===== src/rtl/int_to_fp_converter.sv =====
// Sequential 16-bit signed integer to fp16 converter: one-bit-per-cycle
// normalization followed by a round-to-nearest-even step.
module int_to_fp_converter (
  input  logic               clk,
  input  logic               rst,
  input  logic               start,
  input  logic signed [15:0] x,
  output logic               busy,
  output logic               done,
  output logic        [15:0] r,
  output logic               negative,
  output logic               zero,
  output logic               inexact
);

  typedef enum logic [1:0] {IDLE, NORM, ROUND, DONE} state_t;

  state_t      state, state_nxt;
  logic        accept;
  logic [15:0] x_u;
  logic [15:0] x_mag;
  logic        s_q;
  logic [15:0] m_q;
  logic [4:0]  e_q;
  logic [15:0] rnd;

  // Builds {sign, exponent, mantissa} from a normalized magnitude (m[15]=1).
  // A mantissa carry-out bumps the exponent; e never exceeds 30 here because
  // the only magnitude reaching e=30 (0x8000) has no round bits.
  function automatic logic [15:0] round_rne(input logic        s,
                                            input logic [15:0] m,
                                            input logic [4:0]  e);
    logic [9:0]  mant;
    logic        g;
    logic        st;
    logic        up;
    logic [10:0] sum;
    logic [4:0]  ex;
    mant = m[14:5];
    g    = m[4];
    st   = |m[3:0];
    up   = g & (st | mant[0]);
    sum  = {1'b0, mant} + {10'd0, up};
    ex   = e + {4'd0, sum[10]};
    return {s, ex, sum[9:0]};
  endfunction

  function automatic logic round_inexact(input logic [15:0] m);
    return m[4] | (|m[3:0]);
  endfunction

  assign x_u   = x;
  // -32768 negates to itself, which read as unsigned is the correct 0x8000.
  assign x_mag = x_u[15] ? (~x_u + 16'd1) : x_u;
  assign rnd   = round_rne(s_q, m_q, e_q);

  assign busy = (state == NORM) || (state == ROUND);
  assign done = (state == DONE);

  always_comb begin
    accept    = start && ((state == IDLE) || (state == DONE));
    state_nxt = state;
    case (state)
      IDLE, DONE: begin
        if (accept) begin
          state_nxt = (x_u == 16'd0) ? DONE : NORM;
        end else begin
          state_nxt = IDLE;
        end
      end
      NORM:    state_nxt = m_q[15] ? ROUND : NORM;
      ROUND:   state_nxt = DONE;
      default: state_nxt = IDLE;
    endcase
  end

  always_ff @(posedge clk) begin
    if (rst) begin
      state    <= IDLE;
      r        <= 16'h0000;
      negative <= 1'b0;
      zero     <= 1'b0;
      inexact  <= 1'b0;
    end else begin
      state <= state_nxt;
      if (accept && (x_u == 16'd0)) begin
        r        <= 16'h0000;
        negative <= 1'b0;
        zero     <= 1'b1;
        inexact  <= 1'b0;
      end else if (state == ROUND) begin
        r        <= rnd;
        negative <= s_q;
        zero     <= 1'b0;
        inexact  <= round_inexact(m_q);
      end
    end
  end

  // Operand working registers need no reset: they are always loaded on accept.
  always_ff @(posedge clk) begin
    if (accept) begin
      s_q <= x_u[15];
      m_q <= x_mag;
      e_q <= 5'd30;
    end else if ((state == NORM) && !m_q[15]) begin
      m_q <= m_q << 1;
      e_q <= e_q - 5'd1;
    end
  end

endmodule

===== config.mk =====
export PLATFORM = sky130hd
export DESIGN_NAME = int_to_fp_converter
export DESIGN_NICKNAME = d
export VERILOG_FILES = /design/src/rtl/int_to_fp_converter.sv
export SDC_FILE = /design/constraint.sdc
export NUM_CORES = 1
export LEC_CHECK = 0
export BUFFER_PORTS_ARGS = -buffer_cell sky130_fd_sc_hd__buf_4
export CAP_MARGIN = 10
export CORE_MARGIN = 1.5
export CORE_UTILIZATION = 40
export CTS_CLUSTER_SIZE = 40
export DETAILED_ROUTE_END_ITERATION = 8
export GPL_ROUTABILITY_DRIVEN = 0
export GPL_TIMING_DRIVEN = 0
export SLEW_MARGIN = 25
export SYNTH_ARGS = -nofsm -noshare
export SYNTH_HDL_FRONTEND = slang
export SYNTH_SLANG_ARGS = --single-unit

===== constraint.sdc =====
create_clock -name clk -period 2 [get_ports clk]
set_clock_uncertainty 0.2 [all_clocks]
set_input_delay 0.1 -clock clk [delete_from_list [all_inputs] [get_ports clk]]
set_output_delay 0.1 -clock clk [all_outputs]
set_load 0.02 [all_outputs]

==> impl_metrics.json, run 1 <==
{
  "status": "complete, but fails checks",
  "violations": "hold timing, setup timing",
  "fp.dieArea_sq_mm": 0.00611,
  "num_rows": 27,
  "hold_class": "input port to register",
  "worstPathMaxFanout": 3,
  "track_usage_pct": 17.9,
  "clock-sinks": 42,
  "wl_per_cell_microns": 13.9,
  "min_period_ps": 2040,
  "nFillCells": 534,
  "grt_pass1_vias": 1806,
  "die_w_microns": 78.2,
  "wirelength_mm": 5.18,
  "critical_path_class": "register to register",
  "detailed_place_hpwl_mm": 3.60,
  "synth_most_common_cell": "nand2_1",
  "ys_ff_latch": 42,
  "drcViolationCount": 0,
  "yosysTopAreaCell": "edfxtp_1",
  "synth_edf_count": 17,
  "powerDensity_mw_per_mm2": 653,
  "core_area_sq_mm": 0.00547,
  "avgSynthCellArea_sq_um": 9.66,
  "tightest_slew_ps": 484,
  "cp_common_cell": "ha_4",
  "grt_max_degree": 17,
  "max_cap_viol_count": 0,
  "critPathLaunch": "m_q[4]$_DFFE_PP_",
  "leakagePower_nw": 1.19,
  "endpoint": "r[14]$_SDFFE_PP0P_",
  "numCtsBuffers": 5,
  "cp.arrival_ps": 2060,
  "r2r-end": "r[14]$_SDFFE_PP0P_",
  "vias": 1835,
  "rr_worst_depth": 10,
  "final_area_sq_mm": 0.00306,
  "viasPerCell": 4.95,
  "synth_common_cells": "nand2_1 (31), dfxtp_1 (25), nor2_1 (19), o21ai_0 (19), xor2_1 (19)",
  "ys.flop_type": "dfxtp_1",
  "overflow": 0,
  "vdd_ir_drop_max_v": 0.000328,
  "mappedNetlistArea_sq_mm": 0.00226,
  "holdWs_ps": -2.20,
  "nNetsFinal": 325,
  "r2r-start": "m_q[4]$_DFFE_PP_",
  "cts_max_path_buffers": 2,
  "setup_viol": 1,
  "final_layout_size_suffix_gt1_share_pct": 32.1,
  "ff2ff_setup_slack_ps": -40,
  "die_height_microns": 78.2,
  "start_util_pct": 41.3,
  "grt_pass1_wl_mm": 8.41,
  "ys_types": 40,
  "clk_pin_slew_ps": 80,
  "cp_data_required_time_ps": 2020,
  "placed_area_sq_mm": 0.00267,
  "cts_tree": "done",
  "fin_setup_tns_ps": -42.9,
  "startpoint_type": "register",
  "area_delta_synth_final_pct": 35.3,
  "hold_viol_final": 1,
  "report.final.slew_viol_count": 0,
  "syn_inst": 234,
  "clock_latency_ps": 290,
  "critPathSlowestCell": "edfxtp_1",
  "clock-root-buffer": "clkbuf_8",
  "port_buffers": 39,
  "netlist_top_cells_area": "edfxtp_1 (23%), dfxtp_1 (22%), xor2_1 (7.4%)",
  "async_flop_share_pct": 0,
  "p_total_mw": 2.00,
  "slowest_delay_ps": 360,
  "relSlewSlack_pct": 67.7,
  "max_freq_ghz": 0.489,
  "ant_nets": 0,
  "antenna_found_initial": 0,
  "finalWorstSetupSlack_ps": -42.9,
  "end_kind": "register",
  "htree_levels": 2,
  "pin_count": 40,
  "syn-num-nets": 261,
  "grt_setup_unrepaired": "true",
  "crit_chain": "and2_4 > ha_4 > nand3_4 > nor2_4 > and3_4 > ha_4 > ha_4 > nand3_2 > xor2_1 > a211oi_1",
  "drt_iter0_drc": 65,
  "antennaDiodeCount": 0,
  "synth.top_cell.area_share_pct": 22.6,
  "period_share_pct": 102,
  "yosys_warnings": 0,
  "ys_seq_area_share_pct": 44.7,
  "dr.pass1.iters": 4,
  "place_ws_ps": -324
}
worst max-delay path: cells and delay by family, from the launching register on:
kind	cells	cell delay, ps
flops	1	360
xor+xnor	1	170
compound gates	1	190
fa+ha+maj	3	420
simple gates	5	650
routing by layer:
metal / global-route usage, % / up-vias / share of wire, %
met5: 0 / - / 0
met4: 6.61 / 0 / 1.7
met3: 3.49 / 6 / 2.6
met2: 32.3 / 32 / 51
met1: 21.0 / 857 / 44
li1: - / 940 / -
stage by stage:
stage,util [%],hold slack (ps),std cells
after detailed placement,48.8,86.2,345
after CTS,55.3,0.0227,369
after global routing,55.9,12.9,371
final,55.9,-2.20,371
after global placement,48.8,85.4,345
after floorplan,-,-30.9,234
power by group:
part	switching, mW	leakage (nW)	internal [mW]	total (mW)
Sequential	0.0566	0.371	0.967	1.02
Combinational	0.185	0.770	0.170	0.355
Clock	0.295	0.0539	0.323	0.618
Total	0.536	1.19	1.46	2.00
cell families (layout without fill, tap and decap cells):
family	after synthesis	in the layout	synth area share (%)
flip-flops	42	42	44.7
adder cells (fa/ha/maj)	8	8	4.43
AO/OA/AOI/OAI	46	46	14.0
buffers and inverters	24	89	5.54
XOR/XNOR	27	27	10.5
AND/OR/NAND/NOR	82	82	18.7
multiplexers	5	5	2.21
layout make-up:
cell class / count / area [sq um] / share of cell area (%)
Multi-Input combinational cell: 168 / 1230 / 40.3
Clock inverter: 1 / 6.26 / 0.205
Clock buffer: 7 / 97.6 / 3.19
Inverter: 11 / 41.3 / 1.35
Buffer: 12 / 81.3 / 2.66
Timing Repair Buffer: 58 / 498 / 16.3
Sequential cell: 42 / 1010 / 33.1
Tap cell: 72 / 90.1 / 2.95
cell usage in the layout (no fill, tap or decap), drive strengths merged, types with 7 or more instances in the layout:
cell type / Yosys / final
edfxtp: 17 / 17
a211oi: 12 / 12
inv: 11 / 12
nand2: 31 / 31
nor2: 23 / 23
buf: 4 / 54
xnor2: 8 / 8
dfxtp: 25 / 25
ha: 8 / 8
xor2: 19 / 19
clkbuf: 9 / 16
nand3: 7 / 7
dlygate4sd3: 0 / 7
o21ai: 20 / 20
what timing repair did:
action	4_1_cts	5_1_grt
resized for setup	15	10
pin swaps	5	8
setup buffers	8	3
endpoints found under the hold margin	9	0
hold buffers	7	0
cloned	1	0
endpoints found under the setup margin	43	23
sequential cells by signal, indices dropped and copies added (netlist names):
| name | count |
|---|---|
| m_q | 16 |
| r | 16 |
| e_q | 5 |
| state | 2 |
| inexact | 1 |
| s_q | 1 |
| zero | 1 |
worst min-delay path by stage:
stage,to,depth (start not counted),start,slack (ps)
floorplan,state[0]$_SDFF_PP0_,1,rst,-30
global placement,state[0]$_SDFF_PP0_,2,rst,90
detailed placement,state[0]$_SDFF_PP0_,2,rst,90
CTS,m_q[10]$_DFFE_PP_,3,x[10],0.02
global route,m_q[13]$_DFFE_PP_,3,x[13],10
finish,m_q[7]$_DFFE_PP_,3,x[7],-2
No activity file was read; power rests on OpenSTA's default activity.
==> inputs of run 2 (changes only) <==
==> constraint.sdc (replaced) <==
create_clock -name clk -period 1.8 [get_ports clk]
set_clock_uncertainty 0.2 [all_clocks]
set_input_delay 0.09 -clock clk [delete_from_list [all_inputs] [get_ports clk]]
set_output_delay 0.09 -clock clk [all_outputs]
set_load 0.02 [all_outputs]
==> impl_metrics.json, run 2 (same netlist as run 1, synthesis figures left out) <==
{
  "viasPerCell": 4.89,
  "critical_path_class": "register to register",
  "final_cell_mix": "buf_4 (54), nand2_1 (29), dfxtp_1 (24), o21ai_0 (19)",
  "nFillCells": 524,
  "clock-root-buffer": "clkbuf_8",
  "fp.dieArea_sq_mm": 0.00611,
  "grt_util_met2_pct": 29.9,
  "startpoint_type": "register",
  "core_area_sq_mm": 0.00547,
  "powerDensity_mw_per_mm2": 717,
  "fin_util_pct": 58.4,
  "antenna_found_initial": 0,
  "grt_pass1_vias": 1789,
  "tightest_slew_ps": 557,
  "drt_iter0_drc": 70,
  "cts_max_path_buffers": 2,
  "setup_viol": 13,
  "area_delta_synth_final_pct": 41.4,
  "die_w_microns": 78.2,
  "nNetsFinal": 333,
  "reg.largest.list": "m_q (16), r (16), e_q (5)",
  "dr.pass1.iters": 4,
  "num_rows": 27,
  "vdd_ir_drop_max_v": 0.000310,
  "layout_commonest_cell": "buf_4",
  "grt_pass1_wl_mm": 8.45,
  "dp_cells": 345,
  "htree_levels": 2,
  "holdWs_ps": 4.48,
  "p_total_mw": 2.29,
  "grt_setup_unrepaired": "true",
  "wirelength_mm": 5.16,
  "worstPathMaxFanout": 2,
  "hold_class": "input port to register",
  "violations": "setup timing",
  "cp.arrival_ps": 2110,
  "period_share_pct": 116,
  "port_buffers": 39,
  "end_kind": "register",
  "met1_usage_pct": 22.7,
  "max_cap_viol_count": 0,
  "final_area_sq_mm": 0.00319,
  "status": "complete, but fails checks",
  "drcViolationCount": 0,
  "leakagePower_nw": 1.25,
  "clk_pin_slew_ps": 80,
  "report.final.slew_viol_count": 0,
  "cp_data_required_time_ps": 1830,
  "max_freq_ghz": 0.480,
  "cts_tree": "done",
  "wl_per_cell_microns": 13.6,
  "finalWorstSetupSlack_ps": -286,
  "clock_latency_ps": 300,
  "start_util_pct": 41.3,
  "vias": 1853,
  "grt_max_degree": 17,
  "busiest_layer": "met2",
  "overflow": 0,
  "clock-sinks": 42,
  "pin_count": 40,
  "numCtsBuffers": 5,
  "final_layout_size_suffix_gt1_share_pct": 35.2,
  "track_usage_pct": 17.8,
  "relSlewSlack_pct": 62.5,
  "die_height_microns": 78.2,
  "met3_usage_pct": 3.26,
  "final_cells": 379,
  "hold_viol_final": 0,
  "min_period_ps": 2090,
  "ant_nets": 0,
  "detailed_place_hpwl_mm": 3.44,
  "antennaDiodeCount": 0,
  "placed_area_sq_mm": 0.00269
}
## run 2: cell count changes in the layout (fill, tap and decap cells not counted), moves of 2 or more
cell	previous run	this run
dlygate4sd3_1	7	13
a211oi_2	7	11
a211oi_1	5	1
buf_6	1	3
buf_4	49	54
clkbuf_2	4	2
## run 2: worst paths after layout
check / start / endpoint / slack [ps] / depth (start not counted)
setup / recovery: m_q[4]$_DFFE_PP_ / r[12]$_SDFFE_PP0P_ / -290 / 10
hold / removal: x[2] / m_q[2]$_DFFE_PP_ / 4 / 3
setup reg to reg: m_q[4]$_DFFE_PP_ / r[12]$_SDFFE_PP0P_ / -290 / 10
hold reg to reg: zero$_SDFFE_PP0P_ / zero$_SDFFE_PP0P_ / 280 / 2
## run 2: report_power, final
group          switching (mW)  internal, mW
Clock                   0.313         0.415
Combinational           0.219         0.203
Sequential             0.0653          1.07
Total                   0.597          1.69
## run 2: critical path, cell delays in order (launching register included)
cell,delay (ps)
edfxtp_1,420
and2_4,190
ha_4,160
nand3_4,70
nor2_4,50
and3_4,150
ha_4,160
ha_4,160
buf_4,130
xnor2_2,120
a211oi_2,210
## run 2: what timing repair did
item | 4_1_cts | 5_1_grt
hold endpoints to repair | 15 | 0
resized for setup | 12 | 22
hold buffers | 13 | 0
endpoints found under the setup margin | 47 | 45
buffers inserted | 11 | 5
gates cloned | 1 | 0
pin swaps | 7 | 6
## run 2: layout make-up
| type | instances | area [sq um] | share of cell area (%) |
|---|---|---|---|
| Timing Repair Buffer | 68 | 572 | 17.9 |
| Buffer | 10 | 82.6 | 2.59 |
| Multi-Input combinational cell | 168 | 1290 | 40.4 |
| Inverter | 11 | 41.3 | 1.29 |
| Tap cell | 72 | 90.1 | 2.82 |
| Clock buffer | 7 | 76.3 | 2.39 |
| Clock inverter | 1 | 30.0 | 0.940 |
| Sequential cell | 42 | 1010 | 31.7 |
## run 2: layer usage
layer / part of all wire [%] / wire length [microns]
met3: 4.1 / 211
met1: 47 / 2400
met5: 0 / 0
met2: 48 / 2460
met4: 1.6 / 85
## run 2: metrics by stage
stage / worst slack (ps) / TNS (ps)
finish: -286 / -1260
global route: -380 / -2140
CTS: -274 / -1730
detailed placement: -442 / -7710
global placement: -384 / -7310
floorplan: -240 / -1720
